**src/rtl/mem_ctrl32_pkg.sv**
```systemverilog
// Shared definitions for the 32-bit-over-16-bit memory controller.
//   state_t     : FSM state encoding (IDLE, LO, HI, RESP)
//   RW_WRITE/RW_READ : R_W polarity shared by request port and memory
//   HALF_W_DEF  : default memory data width per access
package mem_ctrl32_pkg;

  typedef enum logic [1:0] {
    S_IDLE = 2'd0,
    S_LO   = 2'd1,
    S_HI   = 2'd2,
    S_RESP = 2'd3
  } state_t;

  localparam logic RW_WRITE   = 1'b0;
  localparam logic RW_READ    = 1'b1;
  localparam int   HALF_W_DEF = 16;

endpackage

```
**src/rtl/mem_ctrl32.sv**
```systemverilog
// mem_ctrl32: splits each 32-bit word request into two 16-bit memory
// accesses (low half, then high half) and returns a one-cycle completion.
// Ports:
//   clk, reset       : clock, asynchronous active-high reset
//   req_valid/ready  : request handshake (ready only in IDLE)
//   req_rw/addr/wdata: 0=write 1=read, word address, write data
//   rsp_valid/rdata  : completion pulse, last completed read data
//   mem_enable/rw/addr/din : memory drive; mem_dout : memory read data
// Assumes 2*HALF_W == 32.
module mem_ctrl32
  import mem_ctrl32_pkg::*;
#(
  parameter int WADDR_W = 2,
  parameter int HALF_W  = HALF_W_DEF
) (
  input  logic               clk,
  input  logic               reset,
  input  logic               req_valid,
  output logic               req_ready,
  input  logic               req_rw,
  input  logic [WADDR_W-1:0] req_addr,
  input  logic [31:0]        req_wdata,
  output logic               rsp_valid,
  output logic [31:0]        rsp_rdata,
  output logic               mem_enable,
  output logic               mem_rw,
  output logic [WADDR_W:0]   mem_addr,
  output logic [HALF_W-1:0]  mem_din,
  input  logic [HALF_W-1:0]  mem_dout
);

  state_t             state, state_nxt;
  logic               rw_q;
  logic [WADDR_W-1:0] addr_q;
  logic [31:0]        wdata_q;
  logic               accept;

  assign accept = req_valid && (state == S_IDLE);

  always_ff @(posedge clk or posedge reset) begin
    if (reset) state <= S_IDLE;
    else       state <= state_nxt;
  end

  // Request is captured once; inputs are ignored for the rest of the transaction.
  always_ff @(posedge clk or posedge reset) begin
    if (reset) begin
      rw_q    <= RW_WRITE;
      addr_q  <= '0;
      wdata_q <= '0;
    end else if (accept) begin
      rw_q    <= req_rw;
      addr_q  <= req_addr;
      wdata_q <= req_wdata;
    end
  end

  // Memory read data is combinational off the address driven this cycle,
  // so each half is sampled at the end of the state that presented it.
  always_ff @(posedge clk or posedge reset) begin
    if (reset) begin
      rsp_rdata <= '0;
    end else if (rw_q == RW_READ) begin
      if (state == S_LO) rsp_rdata[HALF_W-1:0]        <= mem_dout;
      if (state == S_HI) rsp_rdata[2*HALF_W-1:HALF_W] <= mem_dout;
    end
  end

  // Outputs decode only from state and latched request registers.
  always_comb begin
    state_nxt  = state;
    req_ready  = 1'b0;
    rsp_valid  = 1'b0;
    mem_enable = 1'b0;
    mem_rw     = RW_READ;
    mem_addr   = '0;
    mem_din    = '0;
    case (state)
      S_IDLE: begin
        req_ready = 1'b1;
        if (req_valid) state_nxt = S_LO;
      end
      S_LO: begin
        mem_enable = 1'b1;
        mem_rw     = rw_q;
        mem_addr   = {addr_q, 1'b0};
        mem_din    = wdata_q[HALF_W-1:0];
        state_nxt  = S_HI;
      end
      S_HI: begin
        mem_enable = 1'b1;
        mem_rw     = rw_q;
        mem_addr   = {addr_q, 1'b1};
        mem_din    = wdata_q[2*HALF_W-1:HALF_W];
        state_nxt  = S_RESP;
      end
      S_RESP: begin
        rsp_valid = 1'b1;
        state_nxt = S_IDLE;
      end
      default: state_nxt = S_IDLE;
    endcase
  end

endmodule

```
**config.mk**
```make
export PLATFORM = sky130hd
export DESIGN_NAME = mem_ctrl32
export DESIGN_NICKNAME = d
export VERILOG_FILES = /design/src/rtl/mem_ctrl32_pkg.sv /design/src/rtl/mem_ctrl32.sv
export SDC_FILE = /design/constraint.sdc
export NUM_CORES = 1
export LEC_CHECK = 0
export CORE_ASPECT_RATIO = 0.9
export CORE_UTILIZATION = 48
export DETAILED_ROUTE_END_ITERATION = 6
export GPL_TIMING_DRIVEN = 0
export HOLD_SLACK_MARGIN = 0.12
export PLACE_DENSITY = 0.86
export SETUP_SLACK_MARGIN = 0.02
export SYNTH_ARGS = -nofsm -noshare
export SYNTH_HDL_FRONTEND = slang
export SYNTH_SLANG_ARGS = --single-unit
```
**constraint.sdc**
```tcl
create_clock -name clk -period 5 [get_ports clk]
set_clock_uncertainty 0.15 [all_clocks]
set_input_delay 1.5 -clock clk [delete_from_list [all_inputs] [get_ports clk]]
set_output_delay 1.5 -clock clk [all_outputs]
set_load 0.05 [all_outputs]
```
Word-level counts from Yosys, hierarchy flattened:

Index checks and enable logic that the tools add are counted.

* register bits: 69
* latch bits: 0
* bits in writable memories: 0
* memory bits (read-only): 0
* input bits: 54
* output and inout port bits: 55
* memories kept: 0

* $add $sub $neg: 0
* $mul: 0
* div/mod/pow operators: 0
* order comparisons: 0
* equal/unequal tests: 4
* shift-type cells: 0
* multiplexer cells: 8
* bitwise logic cells: 0
* reductions and logical operators: 5

Operator list (number)
* $pmux 16 s2: 1
* $pmux 2 s4: 1
* $pmux 3 s2: 1
* $eq 2x2->1 const B: 2
* $mux 1: 4
* $reduce_and 2->1: 2
* $eq 2x1->1 const B: 1
* $logic_not 2->1: 1
* $mux 2: 1
* $ne 2x2->1 const B: 1
* $reduce_or 2->1: 1
* $logic_and 1x1->1: 1

Depth between registers and ports, before layout:

Gate-level depths: netlist of the first run.

* depth after elaboration: 3
* gate-level depth with buffers: 6

Worst setup path before layout of the first run:

OpenSTA, ideal clock, no wires.

* kind: register to output
* from: register state[1]
* to: output mem_din[10]
* arrival: 2112 ps
* required time: 3350 ps
* slack: 1238 ps
* cell stages (with the launch flop): 5
* buffers on the path: 1
* path through: dfrtp_1 inv_1 ha_1 clkbuf_1 nor2b_1

* longest elaborated chain between the ends: 2
* elaborated cells on any way between the ends: 3

Ends and longest elaborated chain
* start: declaration: line mem_ctrl32.sv:32 `state_t state, state_nxt;`
* start signal: assignment: line mem_ctrl32.sv:42 `else state <= state_nxt;`
* $eq 2x2->1 or $eq 2x1->1 (tied branches): line mem_ctrl32.sv:78 `case (state)`
* $pmux 16 s2 (*): line mem_ctrl32.sv:78
* end: declaration: line mem_ctrl32.sv:28 `output logic [HALF_W-1:0] mem_din,`

Every way passes the cells marked *; elsewhere a longest branch is shown, timed or not.

Worst setup path in the final report of the first run:

* from: register state[1]
* to: output mem_din[4]

Same word-level chain as after synthesis.

==> summary.txt, run 1 <==
Timing
  • Unrepaired setup endpoints after global routing: false
  • Worst hold-check slack: 0.356 ns
  • Shortest clock period the worst path allows after layout: 4.41 ns
  • Share of the cycle needed by the critical path after routing: 88.2%
  • Final-layout setup total negative slack: 0 ns
  • Final worst setup slack: 0.592 ns
  • Worst Max-Slew Pin Slew: 0.820 ns
  • Achievable Freq: 227 MHz
  • Number of slew-limit violations in the final report: 0
  • Tightest slew margin relative to the limit: 45.3%
  • Count of endpoints failing setup in the final report: 0
  • Count of endpoints failing hold in the final timing report: 0

Cells and area
  • N_diodes: 0
  • Multi-input gate area in the final layout: 1200 um2
  • Reg area: 1730 um2
  • Total of fill cells in the finished design: 417
  • NumNets Final: 379
  • Area growth from synthesis to final layout: 44.2%
  • Area of all placed cells without fillers: 4350 um2
  • Share of cells above drive strength 1: 28.8%

Status
  • Result of the run: finished, final reports clean

Floorplanning
  • Die boundary width: 85.5 um
  • Row count: 27
  • Core area: 6080 um2
  • Starting Density: 49.5%
  • Top-level I/O count: 109
  • Die footprint: 6600 um2
  • Vertical extent of the die: 77.2 um

CTS
  • Number of buffers inserted by post-CTS setup repair: 0
  • CTS sink count: 69
  • Clock transition at the register clock pins on the worst setup and hold paths after CTS: 0.07 ns
  • Post-CTS resize count: 0
  • Number of buffers inserted during clock tree synthesis: 9
  • Clock latency at the later pin of the worst-skew pair: 0.33 ns
  • Root cell of the clock tree: clkbuf_8
  • Number of hold-repair buffers added at the cts stage: 0
  • CTS H-tree depth: 3
  • CTS tree: yes
  • Longest Clk Path Bufs: 2

Synth
  • Sequential share of the synthesized area: 57.3%
  • Share of cell area taken by muxes after synthesis: 28.2%
  • Count of different cell masters after synthesis: 17
  • Share of the synthesized area in compound gates (AO/OA/AOI/OAI): 4.15%
  • Number of warnings issued by yosys: 0
  • Basic-gate share of the synthesized area counting and, or, nand and nor cells: 5.07%
  • Synthesized-area fraction occupied by xor and xnor cells: 0%
  • Number of register bits inferred by synthesis: 69
  • Synthesized-area fraction occupied by adder cells: 2.49%
  • Cell area after synthesis: 3010 um2
  • Cell count after synthesis: 200
  • Syn Nets: 260
  • Combinational family with the most area after synthesis: multiplexers
  • Post-synthesis area per instance: 15.1 um2

Placement
  • Worst setup slack before clock tree synthesis: 0.933 ns
  • Weighted congestion reported at the end of routability-driven placement: 0.722
  • Placed cell area: 4190 um2
  • Post-DP HPWL: 4.61 mm
  • Number of I/O port buffers: 108

Setup path
  • Delay of the slowest cell on the worst path: 0.83 ns
  • Launch point of the critical path: state[1]$_DFFE_PP0P_
  • Critical path endpoint category: output pin
  • Crit. path cell count: 5
  • Reg-to-Reg Start: state[1]$_DFFE_PP0P_
  • Count of buffer and inverter cells on the critical path: 3
  • Sequence of cells on the critical path: inv_1 > ha_1 > clkbuf_1 > nor2b_1 > clkdlybuf4s50_1
  • Critical Path Start Type: flop
  • Maximum fanout along the worst path: 11
  • Cell family contributing the most delay on the critical path: buffers and inverters
  • Critical path class: reg -> out
  • Critical Path RT: 3.35 ns
  • Crit path DAT: 2.76 ns
  • Slowest cell on crit path: clkdlybuf4s50_1
  • R2R cell count: 5

Hold path
  • Depth of the worst hold-timing path: 1
  • Hold Path Origin: rsp_rdata[27]$_DFFE_PP0P_
  • Hold/Removal Path Class: reg -> reg

Global route
  • Via count of the first global-routing pass: 2174
  • GRT Total Usage: 21.5%
  • Aggregate global routing overflow: 0
  • Pin count of the biggest net entering global routing: 70
  • First-pass GRT wire length: 10.8 mm
  • Number of antenna violations at the first check in global routing: 0

Route
  • Total Wirelength: 6.50 mm
  • Post-DR wirelength/cell: 16.5 um
  • Via count: 2002
  • Antenna-violating nets left: 0
  • Vias per Instance: 5.07
  • DRC viols: 0
  • Detailed-routing iteration count for the pre-antenna-repair pass: 4
  • Initial detailed-routing violation count: 62

Flow run
  • Max-capacitance violation count: 0
[metal layers]
metal	vias to the layer above	part of all wire, %	global-route usage [%]
li1	937	-	-
met1	980	44	27.2
met4	0	1.0	7.00
met3	7	7.3	7.53
met2	78	47	34.4
met5	-	0	0
[per-stage QoR]
step | util [%] | cells
global route | 71.5 | 395
floorplan | - | 200
detailed placement | 68.8 | 380
finish | 71.5 | 395
CTS | 71.5 | 395
global placement | 68.8 | 380
[layout by cell type (no fill, tap or decap), drive strengths merged]
| cell type | count |
|---|---|
| clkinv | 2 |
| dfrtp | 69 |
| nand2 | 3 |
| inv | 5 |
| ha | 6 |
| o21ai | 1 |
| clkdlybuf4s50 | 108 |
| mux2 | 68 |
| nor2b | 16 |
| mux2i | 1 |
| a22oi | 16 |
| nor2 | 3 |
| clkbuf | 14 |
| nand2b | 2 |
| buf | 9 |
[synth_stat cells, drive strengths merged]
library cell / instances / area share (%)
o21ai: 1 / 0.17
nor2: 3 / 0.37
clkbuf: 1 / 0.12
nand2b: 2 / 0.42
nor2b: 16 / 3.3
buf: 9 / 2.0
inv: 5 / 0.62
mux2i: 1 / 0.33
nand2: 3 / 0.96
a22oi: 16 / 4.0
dfrtp: 69 / 57
ha: 6 / 2.5
mux2: 68 / 28
[final cells by class]
type,instances,share of cell area [%]
sequential,69,39.7
multi-input combinational,116,27.7
timing repair buffer,108,24.9
clock buffer,13,3.43
tap,72,2.07
buffer,10,1.47
inverter,5,0.489
clock inverter,2,0.230
[state kept, by name, summed over array words and instances, names as in the netlist]
register	flops
wdata_q	32
rsp_rdata	32
state	2
addr_q	2
rw_q	1
[cell families (layout without fill, tap and decap cells)]
| kind of cell | after synthesis | count (layout) |
|---|---|---|
| AO/OA/AOI/OAI | 17 | 17 |
| adder cells (fa/ha/maj) | 6 | 6 |
| buffers and inverters | 15 | 138 |
| flip-flops | 69 | 69 |
| multiplexers | 69 | 69 |
| AND/OR/NAND/NOR | 24 | 24 |
[worst paths after layout]
path                                              to  slack, ns
min reg2reg                rsp_rdata[27]$_DFFE_PP0P_       0.36
max                                       mem_din[4]       0.59
max reg2reg                   wdata_q[3]$_DFFE_PP0P_       3.13
min                        rsp_rdata[27]$_DFFE_PP0P_       0.36
max in group asynchronous    wdata_q[14]$_DFFE_PP0P_       2.63
min in group asynchronous   rsp_rdata[0]$_DFFE_PP0P_       1.53
Power of run 1 is not shown: default switching activity piles up to over one toggle a cycle in this logic, so the estimate is an artifact.
==> inputs of run 2 (changes only) <==
Settings changed: CELL_PAD_IN_SITES_DETAIL_PLACEMENT set to 0, CELL_PAD_IN_SITES_GLOBAL_PLACEMENT set to 1, CORE_UTILIZATION 48 to 38.
==> run 2 against run 1 <==
Net effect: via count up 1.1%; register-to-register slack barely moved; flip-flop and latch count unchanged; critical endpoint is now mem_din[11].
==> summary.txt, run 2 (synthesis gave the netlist of run 1 again) <==
Status
  • Result of the run: finished, final reports clean

Setup path
  • Reg-to-Reg Start: state[1]$_DFFE_PP0P_
  • Crit path DAT: 2.80 ns
  • Critical Path RT: 3.35 ns
  • Maximum fanout along the worst path: 11
  • R2R cell count: 5
  • Capture point of the worst reg-to-reg path: wdata_q[13]$_DFFE_PP0P_
  • Critical path class: reg -> out
  • Critical path endpoint category: output pin
  • Reg-to-reg setup timing slack: 3.12 ns
  • Critical Path Start Type: flop

Placement
  • Weighted congestion reported at the end of routability-driven placement: 0.654
  • Number of I/O port buffers: 108
  • Post-DP HPWL: 4.74 mm

Flow run
  • Max-capacitance violation count: 0

Timing
  • Shortest clock period the worst path allows after layout: 4.45 ns
  • Number of slew-limit violations in the final report: 0
  • Count of endpoints failing hold in the final timing report: 0
  • Share of the cycle needed by the critical path after routing: 89.0%
  • Unrepaired setup endpoints after global routing: false
  • Count of endpoints failing setup in the final report: 0
  • Tightest slew margin relative to the limit: 44.9%
  • Final-layout setup total negative slack: 0 ns
  • Worst Max-Slew Pin Slew: 0.827 ns
  • Achievable Freq: 225 MHz

Global route
  • Pin count of the biggest net entering global routing: 70
  • Aggregate global routing overflow: 0
  • Via count of the first global-routing pass: 2129
  • GRT Total Usage: 17.6%
  • First-pass GRT wire length: 10.9 mm
  • Number of antenna violations at the first check in global routing: 0

CTS
  • Clock transition at the register clock pins on the worst setup and hold paths after CTS: 0.07 ns
  • CTS H-tree depth: 3
  • CTS sink count: 69
  • Number of buffers inserted during clock tree synthesis: 9
  • Number of buffers inserted by post-CTS setup repair: 0
  • Post-CTS resize count: 0
  • Root cell of the clock tree: clkbuf_8
  • Clock latency at the later pin of the worst-skew pair: 0.32 ns
  • Number of hold-repair buffers added at the cts stage: 0
  • CTS tree: yes
  • Longest Clk Path Bufs: 2

Cells and area
  • Share of cells above drive strength 1: 29.9%
  • NumNets Final: 379
  • Biggest registers after layout: rsp_rdata x32, wdata_q x32
  • Area growth from synthesis to final layout: 45.8%
  • Most common cell after layout, fill and taps aside: clkdlybuf4s50_1
  • N_diodes: 0
  • Most frequent cells in the layout: 108 x clkdlybuf4s50_1, 69 x dfrtp_1, 48 x mux2_2

Floorplanning
  • Die boundary width: 95.9 um
  • Core area: 7620 um2
  • Die footprint: 8290 um2
  • Row count: 30
  • Vertical extent of the die: 86.5 um
  • Starting Density: 39.5%
  • Top-level I/O count: 109

Route
  • Vias per Instance: 4.82
  • Initial detailed-routing violation count: 38
  • Total Wirelength: 6.74 mm
  • Detailed-routing iteration count for the pre-antenna-repair pass: 4
  • DRC viols: 0
  • Post-DR wirelength/cell: 16.0 um
  • Via count: 2025
  • Antenna-violating nets left: 0

Hold path
  • Hold/Removal Path Class: reg -> reg
  • Min-Delay Endpoint: wdata_q[29]$_DFFE_PP0P_
  • Depth of the worst hold-timing path: 1
  • Hold Path Origin: wdata_q[29]$_DFFE_PP0P_
run 2: final cells by class:
type                            count  area, um2
Multi-Input combinational cell    116       1200
Buffer                             10       63.8
Clock inverter                      6       38.8
Fill cell                         635       3230
Tap cell                           96        120
Inverter                            5       21.3
Clock buffer                       10        138
Sequential cell                    69       1730
Timing Repair Buffer              108       1080
run 2: metrics by stage:
| step | hold slack (ns) | instance area, um2 | setup WS [ns] | cells | util [%] |
|---|---|---|---|---|---|
| 2_1_floorplan | 0.329 | 3010 | 1.24 | 200 | - |
| 3_3_place_gp | 0.336 | 4210 | 0.453 | 404 | 55.3 |
| 3_5_place_dp | 0.341 | 4220 | 0.880 | 404 | 55.3 |
| 4_1_cts | 0.360 | 4390 | 0.485 | 420 | 57.7 |
| 5_1_grt | 0.368 | 4390 | 0.351 | 420 | 57.7 |
| 6_report | 0.357 | 4390 | 0.551 | 420 | 57.7 |
run 2: worst max-delay path, stage by stage, from the launching register on:
cell	delay (ns)
dfrtp_1	0.42
inv_1	0.10
ha_1	0.54
clkbuf_1	0.39
nor2b_1	0.21
clkdlybuf4s50_1	0.81
run 2: routing by layer:
metal | track usage [%] | vias to the layer above | wire length, um | part of all wire (%)
li1 | - | 934 | - | -
met1 | 23.1 | 998 | 2960 | 44
met2 | 26.4 | 87 | 3050 | 45
met3 | 7.89 | 6 | 680 | 10
met4 | 5.29 | 0 | 49 | 0.73
met5 | 0 | - | 0 | 0
run 2: how the worst max path moves through the flow:
stage	from	to	slack (ns)	depth (start not counted)
floorplan	state[1]$_DFFE_PP0P_	mem_din[10]	1.24	4
global placement	reset	wdata_q[3]$_DFFE_PP0P_	0.45	2
detailed placement	state[1]$_DFFE_PP0P_	mem_din[8]	0.88	5
CTS	state[1]$_DFFE_PP0P_	mem_din[8]	0.49	5
global route	state[1]$_DFFE_PP0P_	mem_din[11]	0.35	5
finish	state[1]$_DFFE_PP0P_	mem_din[11]	0.55	5
Power of run 2 is left out for the same reason.
